File: config.mk
export PLATFORM = sky130hd
export DESIGN_NAME = ieee_add_shift_multiplier
export DESIGN_NICKNAME = d
export VERILOG_FILES = /design/src/rtl/ieee_add_shift_multiplier.sv
export SDC_FILE = /design/constraint.sdc
export NUM_CORES = 1
export LEC_CHECK = 0
export ABC_AREA = 1
export CAP_MARGIN = 5
export CORE_MARGIN = 2
export CORE_UTILIZATION = 58
export DETAILED_ROUTE_END_ITERATION = 10
export PLACE_DENSITY_LB_ADDON = 0.2
export REMOVE_ABC_BUFFERS = 1
export SLEW_MARGIN = 0
export SYNTH_ARGS = -nofsm -noshare
export SYNTH_HDL_FRONTEND = slang
export SYNTH_SLANG_ARGS = --single-unit
File: constraint.sdc
create_clock -name clk -period 4.4 [get_ports clk]
set_input_delay 0.66 -clock clk [delete_from_list [all_inputs] [get_ports clk]]
set_output_delay 0.66 -clock clk [all_outputs]
set_load 0.1 [all_outputs]
File: src/rtl/ieee_add_shift_multiplier.sv
// Sequential binary32 multiplier: radix-2 add-shift mantissa product (one bit per clock),
// followed by a two-cycle normalise/round/pack stage. The result register holds the last product.
module ieee_add_shift_multiplier (
    input  logic        clk,
    input  logic        rst_n,
    input  logic [31:0] number1,
    input  logic [31:0] number2,
    input  logic        op,
    output logic [31:0] result
);

    typedef enum logic [1:0] {IDLE, MUL, ROUND} state_t;

    state_t             state;
    logic [31:0]        a_reg;
    logic [31:0]        b_reg;
    logic [23:0]        mcand;
    logic [23:0]        mplier;
    logic [47:0]        acc;
    logic [4:0]         count;
    logic               round_phase;
    logic [22:0]        stage_mant;
    logic signed [9:0]  stage_exp;

    // The multiplicand is added into the top half of the accumulator; the
    // carry becomes bit 47 after the right shift.
    logic [24:0] add_sum;
    assign add_sum = {1'b0, acc[47:24]} + (mplier[0] ? {1'b0, mcand} : 25'd0);

    logic              norm_hi;
    logic [23:0]       mant24;
    logic              round_bit;
    logic              sticky;
    logic              round_up;
    logic [24:0]       rounded;
    logic signed [9:0] exp_base;
    logic signed [9:0] rnd_exp;
    logic [22:0]       rnd_mant;

    // NOTE: every variable gets a default at the top of always_comb so no path can infer a latch.
    always_comb begin
        norm_hi   = acc[47];
        mant24    = norm_hi ? acc[47:24] : acc[46:23];
        round_bit = norm_hi ? acc[23] : acc[22];
        sticky    = norm_hi ? (|acc[22:0]) : (|acc[21:0]);
        round_up  = round_bit & (sticky | mant24[0]);
        rounded   = {1'b0, mant24} + {24'd0, round_up};
        exp_base  = $signed({2'b00, a_reg[30:23]}) + $signed({2'b00, b_reg[30:23]})
                  - 10'sd127 + $signed({9'd0, norm_hi});
        rnd_exp   = exp_base + $signed({9'd0, rounded[24]});
        rnd_mant  = rounded[24] ? rounded[23:1] : rounded[22:0];
    end

    logic        sign;
    logic        a_nan, b_nan, a_inf, b_inf, a_zero, b_zero;
    logic [31:0] packed_result;

    // Subnormal operands count as zero; special cases override the datapath product.
    always_comb begin
        sign   = a_reg[31] ^ b_reg[31];
        a_nan  = (&a_reg[30:23]) & (|a_reg[22:0]);
        b_nan  = (&b_reg[30:23]) & (|b_reg[22:0]);
        a_inf  = (&a_reg[30:23]) & ~(|a_reg[22:0]);
        b_inf  = (&b_reg[30:23]) & ~(|b_reg[22:0]);
        a_zero = ~(|a_reg[30:23]);
        b_zero = ~(|b_reg[30:23]);
        packed_result = {sign, stage_exp[7:0], stage_mant};
        if (a_nan || b_nan || (a_inf && b_zero) || (b_inf && a_zero))
            packed_result = 32'h7FC0_0000;
        else if (a_inf || b_inf)
            packed_result = {sign, 8'hFF, 23'd0};
        else if (a_zero || b_zero)
            packed_result = {sign, 31'd0};
        else if (stage_exp >= 10'sd255)
            packed_result = {sign, 8'hFF, 23'd0};
        else if (stage_exp <= 10'sd0)
            packed_result = {sign, 31'd0};
    end

    // NOTE: the whole datapath, not just the FSM, is reset so an aborted operation leaves no residue.
    always_ff @(posedge clk or negedge rst_n) begin
        if (!rst_n) begin
            state       <= IDLE;
            a_reg       <= '0;
            b_reg       <= '0;
            mcand       <= '0;
            mplier      <= '0;
            acc         <= '0;
            count       <= '0;
            round_phase <= 1'b0;
            stage_mant  <= '0;
            stage_exp   <= '0;
            result      <= '0;
        end else begin
            unique case (state)
                IDLE: begin
                    if (op) begin
                        a_reg       <= number1;
                        b_reg       <= number2;
                        mcand       <= {1'b1, number1[22:0]};
                        mplier      <= {1'b1, number2[22:0]};
                        acc         <= '0;
                        count       <= '0;
                        round_phase <= 1'b0;
                        state       <= MUL;
                    end
                end
                MUL: begin
                    acc    <= {add_sum, acc[23:1]};
                    mplier <= mplier >> 1;
                    count  <= count + 5'd1;
                    if (count == 5'd23)
                        state <= ROUND;
                end
                ROUND: begin
                    if (!round_phase) begin
                        stage_mant  <= rnd_mant;
                        stage_exp   <= rnd_exp;
                        round_phase <= 1'b1;
                    end else begin
                        result      <= packed_result;
                        round_phase <= 1'b0;
                        state       <= IDLE;
                    end
                end
                default: state <= IDLE;
            endcase
        end
    end

endmodule

# Word-level counts from Yosys, hierarchy flattened
# Index checks and enable logic that the tools add are counted.
# classes
addsub,7
magnitude_cmp,2
eq_ne,6
muxes,23
n_bitwise,12
n_reduce_logical,24
# op_table
operator,n
$mux 31,4
$pmux 48 s2,1
$mux 24,3
$reduce_or 23->1,3
$mux 48,1
$pmux 24 s2,1
$mux 32,1
$add 24x1->25,1
$add 24x24->25,1
$mux 23,1
$reduce_or 22->1,1
$add 10x2->10,2
$reduce_and 8->1,2
$reduce_or 8->1,2
$ge 10x9->1 const B,1
$le 10x1->1 const B,1
$pmux 5 s2,1
$reduce_and 2->1,5
$sub 9x7->10 const B,1
$add 8x8->9,1
$mux 2,3
$ne 2x2->1 const B,3
$pmux 2 s3,1
$add 5x1->5 const B,1
other kinds (15),32
# word_totals
register_bits,233
inputBits,67
output_inout_bits,32

# Depth between registers and ports, before layout
# depth
word_depth,7
ltp_mapped,29
depth_no_buf,27

# Worst setup path after synthesis
# No wires, ideal clock.
# synth_timing
path_kind,register to register
startpoint,register acc[47]
endpoint,register stage_exp[8]
t_arrival_ps,3325
t_required_ps,4329
setup_slack_ps,1003
path_stages_with_launch,28
path_buffers,2
path_cell_list,dfrtp_1 -> buf_6 -> buf_8 -> nand2_1 -> o21ai_1 -> nor2_2 -> ha_1 -> nand3_2 -> nor2_4 -> nand2_2 -> nor2_4 -> nand3_2 -> nand2_1 -> inv_1 -> ha_1 -> inv_1 -> nand2_2 -> fa_1 -> nand3_1 -> nand2_1 -> nand2_1 -> nand2_1 -> a21oi_1 -> nor2_1 -> nor2_1 -> o21bai_1 -> and3_1 -> nor2_1
# synth_between
elab_chain_cells,5
word_cells_on_any_way,8
cone_classes,add/sub: 3; mux: 3; bitwise: 2
# synth_rtl
element,line_no,rtl
start: declaration,19,logic [47:0] acc;
start signal: assignment,109,"acc <= {add_sum, acc[23:1]};"
$mux 1 / $mux 24 (equally long branches),"45, 43",
$or 1x1->1,46,round_up = round_bit & (sticky | mant24[0]);
$and 1x1->1,46,
$add 24x1->25,47,"rounded = {1'b0, mant24} + {24'd0, round_up};"
$add 10x2->10 (*),50,"rnd_exp = exp_base + $signed({9'd0, rounded[24]});"
end signal: assignment,118,stage_exp <= rnd_exp;
end: declaration,23,logic signed [9:0] stage_exp;
# Mark *: on every way between the ends. The rest lies on a longest branch, timed or not.
# A chain may end at the register's enable or synchronous reset.

# Worst setup path after layout
# Same ends and word-level chain as after synthesis.

==> impl_metrics.py <==
metrics = {
    "outcome": {
        "outcome": "completed",
    },
    "global_routing": {
        "grt_pass1_wl_um": 41700,
        "grt_use_met1_pct": 36.7,
        "gr-total-overflow": 0,
        "grt_use_met3_pct": 2.48,
        "grt_use_met2_pct": 39.1,
        "globalRouteTotalUtil_pct": 24.5,
        "grt-busiest-layer": "met2",
        "grt_pass1_vias": 8842,
        "grt_max_degree": 177,
        "grt_antenna_before_repair": 0,
    },
    "sta": {
        "fin_skew_ns": 0.0158,
        "min_period_ns": 3.61,
        "period_share_pct": 82.1,
        "max_freq_ghz": 0.277,
        "fin_ws_ns": 0.786,
        "slew_viol_final": 0,
        "finalHoldViolCount": 0,
        "max_slew_margin_pct": 26.6,
        "tightestPinTransition_ns": 1.10,
        "setup_viol": 0,
        "rsz0062_at_grt": "no",
    },
    "power": {
        "p_sw_w": 0.00456,
        "p_comb_share_pct": 47.6,
        "power_leakage_nw": 6.55,
        "vdd_drop_max_mv": 0.465,
        "seq_power_share_pct": 32.9,
        "pwr-share-clk_pct": 19.6,
        "p_sw_share_pct": 45.4,
        "p_int_w": 0.00548,
        "powerDensity_mw_per_mm2": 761,
    },
    "floorplanning": {
        "start_util_pct": 59.7,
        "fp.dieW_um": 143,
        "row_count": 50,
        "dieArea_mm2": 0.0205,
        "io_pins": 99,
        "fp.dieH_um": 143,
        "coreArea_mm2": 0.0188,
    },
    "final_layout": {
        "multi_input_area_mm2": 0.00515,
        "final_area_mm2": 0.0132,
        "largest-register": "acc",
        "ff_latch_area_mm2": 0.00526,
        "largest_reg_flops": 48,
        "nets": 1625,
        "area_growth_pct": 17.4,
        "final_layout_size_suffix_gt1_share_pct": 6.54,
        "nFillCells": 1577,
        "n_antenna_cell": 0,
        "final_common_cell": "nand2_1",
        "layout_common_cells": "nand2_1 (467), dfrtp_1 (210), inv_1 (145), clkdlybuf4s50_1 (97), o21ai_0 (90)",
    },
    "synth": {
        "ys_async_sr_fraction_pct": 100,
        "yosysTopAreaCell": "dfrtp_1",
        "postSynthCellCount": 1430,
        "avgSynthCellArea_um2": 7.86,
        "synth-edff-count": 0,
        "synth_seq_cells": 210,
        "yosysWarnings": 0,
        "seq_area_frac_synth_pct": 46.7,
        "synth.area.top_cells": "dfrtp_1 (47%), nand2_1 (16%), inv_1 (4.9%), ha_1 (4.7%), o21ai_0 (4.0%)",
        "syn-cell-area_mm2": 0.0112,
        "synthFlopType": "dfrtp_1",
        "synth_top_area_share_pct": 46.7,
        "ys_types": 51,
    },
    "place": {
        "gp_congestion": 0.929,
        "dpl_cell_area_mm2": 0.0124,
        "numPortBuffers": 98,
        "dp_slack_ns": 0.799,
        "dp.final_hpwl_um": 17600,
    },
    "worst_setup_path": {
        "cp-start-kind": "flip-flop",
        "crit_type": "flip-flop to flip-flop",
        "cp_max_fo": 29,
        "end_kind": "flip-flop",
        "required_ns": 4.84,
        "arrival_ns": 4.05,
        "r2r_slack_ns": 0.79,
    },
    "clock_network": {
        "holdBufCountCts": 0,
        "htree_levels": 1,
        "cts.clk_slew.worst_paths_ns": 0.06,
        "ctsResizeCount": 0,
        "cts_buffer_depth": 3,
        "cts_root_buffer": "clkbuf_16",
        "post_cts_buffers": 0,
        "cts_num_sinks": 210,
        "clkLatencyLatePin_ns": 0.51,
        "cts_buffers": 23,
        "cts_tree": "yes",
    },
    "detailed_routing": {
        "ant_nets": 0,
        "via_per_inst": 5.29,
        "drt_wl_total_um": 24700,
        "vias": 9467,
        "routedWlPerCell_um": 13.8,
        "drc": 0,
        "drt-initial-drc-count": 597,
        "detail_route.first_pass.iterations": 5,
    },
    "min_path": {
        "hold_path.class": "input pin to async pin",
    },
    "run": {
        "cap_violations": 0,
    },
}
-- path summary, 6_finish.rpt --
kind	endpoint	cells after the start	from
setup / recovery	stage_exp[8]	26	acc[47]
hold / removal	result[3]	1	rst_n
setup reg to reg	stage_exp[8]	26	acc[47]
hold reg to reg	result[10]	2	result[10]
max in group asynchronous	acc[28]	2	rst_n
min in group clk	result[10]	2	result[10]
-- Yosys cell counts, types with 3 or more instances --
cell type,instances
nor2_1,78
nor3_1,14
or2_2,6
nand3_2,3
nand3_1,86
nand2_2,15
a21oi_1,46
xor2_1,19
buf_6,5
inv_1,146
a21o_1,9
a31oi_1,4
nand4_1,14
clkinv_1,3
nor4_1,15
nor2_4,3
o21bai_1,5
o21ai_1,20
o21ai_0,90
xnor2_1,6
ha_1,42
o22ai_1,30
nand2_1,467
dfrtp_1,210
nor2_2,5
o31ai_1,6
clkbuf_1,41
buf_2,4
a2bb2oi_1,8
-- power groups by stage --
| stage | clock, W | combinational, W | sequential [W] |
|---|---|---|---|
| detailed placement | 0 | 0.00474 | 0.00332 |
| finish | 0.00196 | 0.00478 | 0.00330 |
| global route | 0.00208 | 0.00533 | 0.00341 |
| floorplan | 0 | 0.00270 | 0.00410 |
| CTS | 0.00200 | 0.00478 | 0.00330 |
| global placement | 0 | 0.00465 | 0.00329 |
-- stage by stage --
| stage | instances | hold slack, ns | total power [W] | setup TNS (ns) | util (%) |
|---|---|---|---|---|---|
| 2_1_floorplan | 1378 | 0.364 | 0.00680 | -33.18 | - |
| 3_3_place_gp | 1749 | 0.451 | 0.00794 | 0 | 65.9 |
| 3_5_place_dp | 1749 | 0.457 | 0.00806 | 0 | 65.9 |
| 4_1_cts | 1790 | 0.0473 | 0.0101 | 0 | 70.1 |
| 5_1_grt | 1790 | 0.0652 | 0.0108 | 0 | 70.1 |
| 6_report | 1790 | 0.0504 | 0.0100 | 0 | 70.1 |
-- logic make-up (layout without fill, tap and decap cells) --
kind of cell / Yosys count / after routing / share of synthesized area (%)
buffers and inverters: 205 / 305 / 7.49
XOR/XNOR: 25 / 25 / 1.95
AND/OR/NAND/NOR: 717 / 717 / 27.2
AO/OA/AOI/OAI: 228 / 228 / 11.5
adder cells (fa/ha/maj): 44 / 44 / 5.03
flip-flops: 210 / 210 / 46.7
multiplexers: 1 / 1 / 0.100
-- critical path: stages (launching register included) --
cell and delay (ns):
dfrtp_1 0.48, buf_4 0.36, inv_6 0.13, nand2_1 0.08
nand2_1 0.10, nand2_1 0.13, nor2_2 0.06, nand2_2 0.11
nor2_4 0.06, nand2_2 0.20, nand2_1 0.08, nand2_1 0.06
inv_1 0.04, ha_1 0.16, inv_1 0.06, nand2_2 0.07
fa_1 0.41, nand3_1 0.10, nand2_1 0.07, nand2_1 0.08
nand2_1 0.05, a21oi_1 0.16, nor2_1 0.08, nor2_1 0.09
o21bai_1 0.08, and3_1 0.15, nor2_1 0.10
-- final cells by class --
type	instances	share of cell area [%]
Sequential cell	210	39.8
Multi-Input combinational cell	1015	39.0
Timing Repair Buffer	111	8.30
Clock buffer	34	5.28
Inverter	153	4.41
Tap cell	260	2.47
Clock inverter	7	0.692
-- routing by layer --
layer | routed length [um] | up-vias
met2 | 11300 | 209
met4 | 434 | 0
met5 | 0 | -
met1 | 12000 | 4400
met3 | 991 | 35
li1 | - | 4823
(Power assumes the default switching activity.)
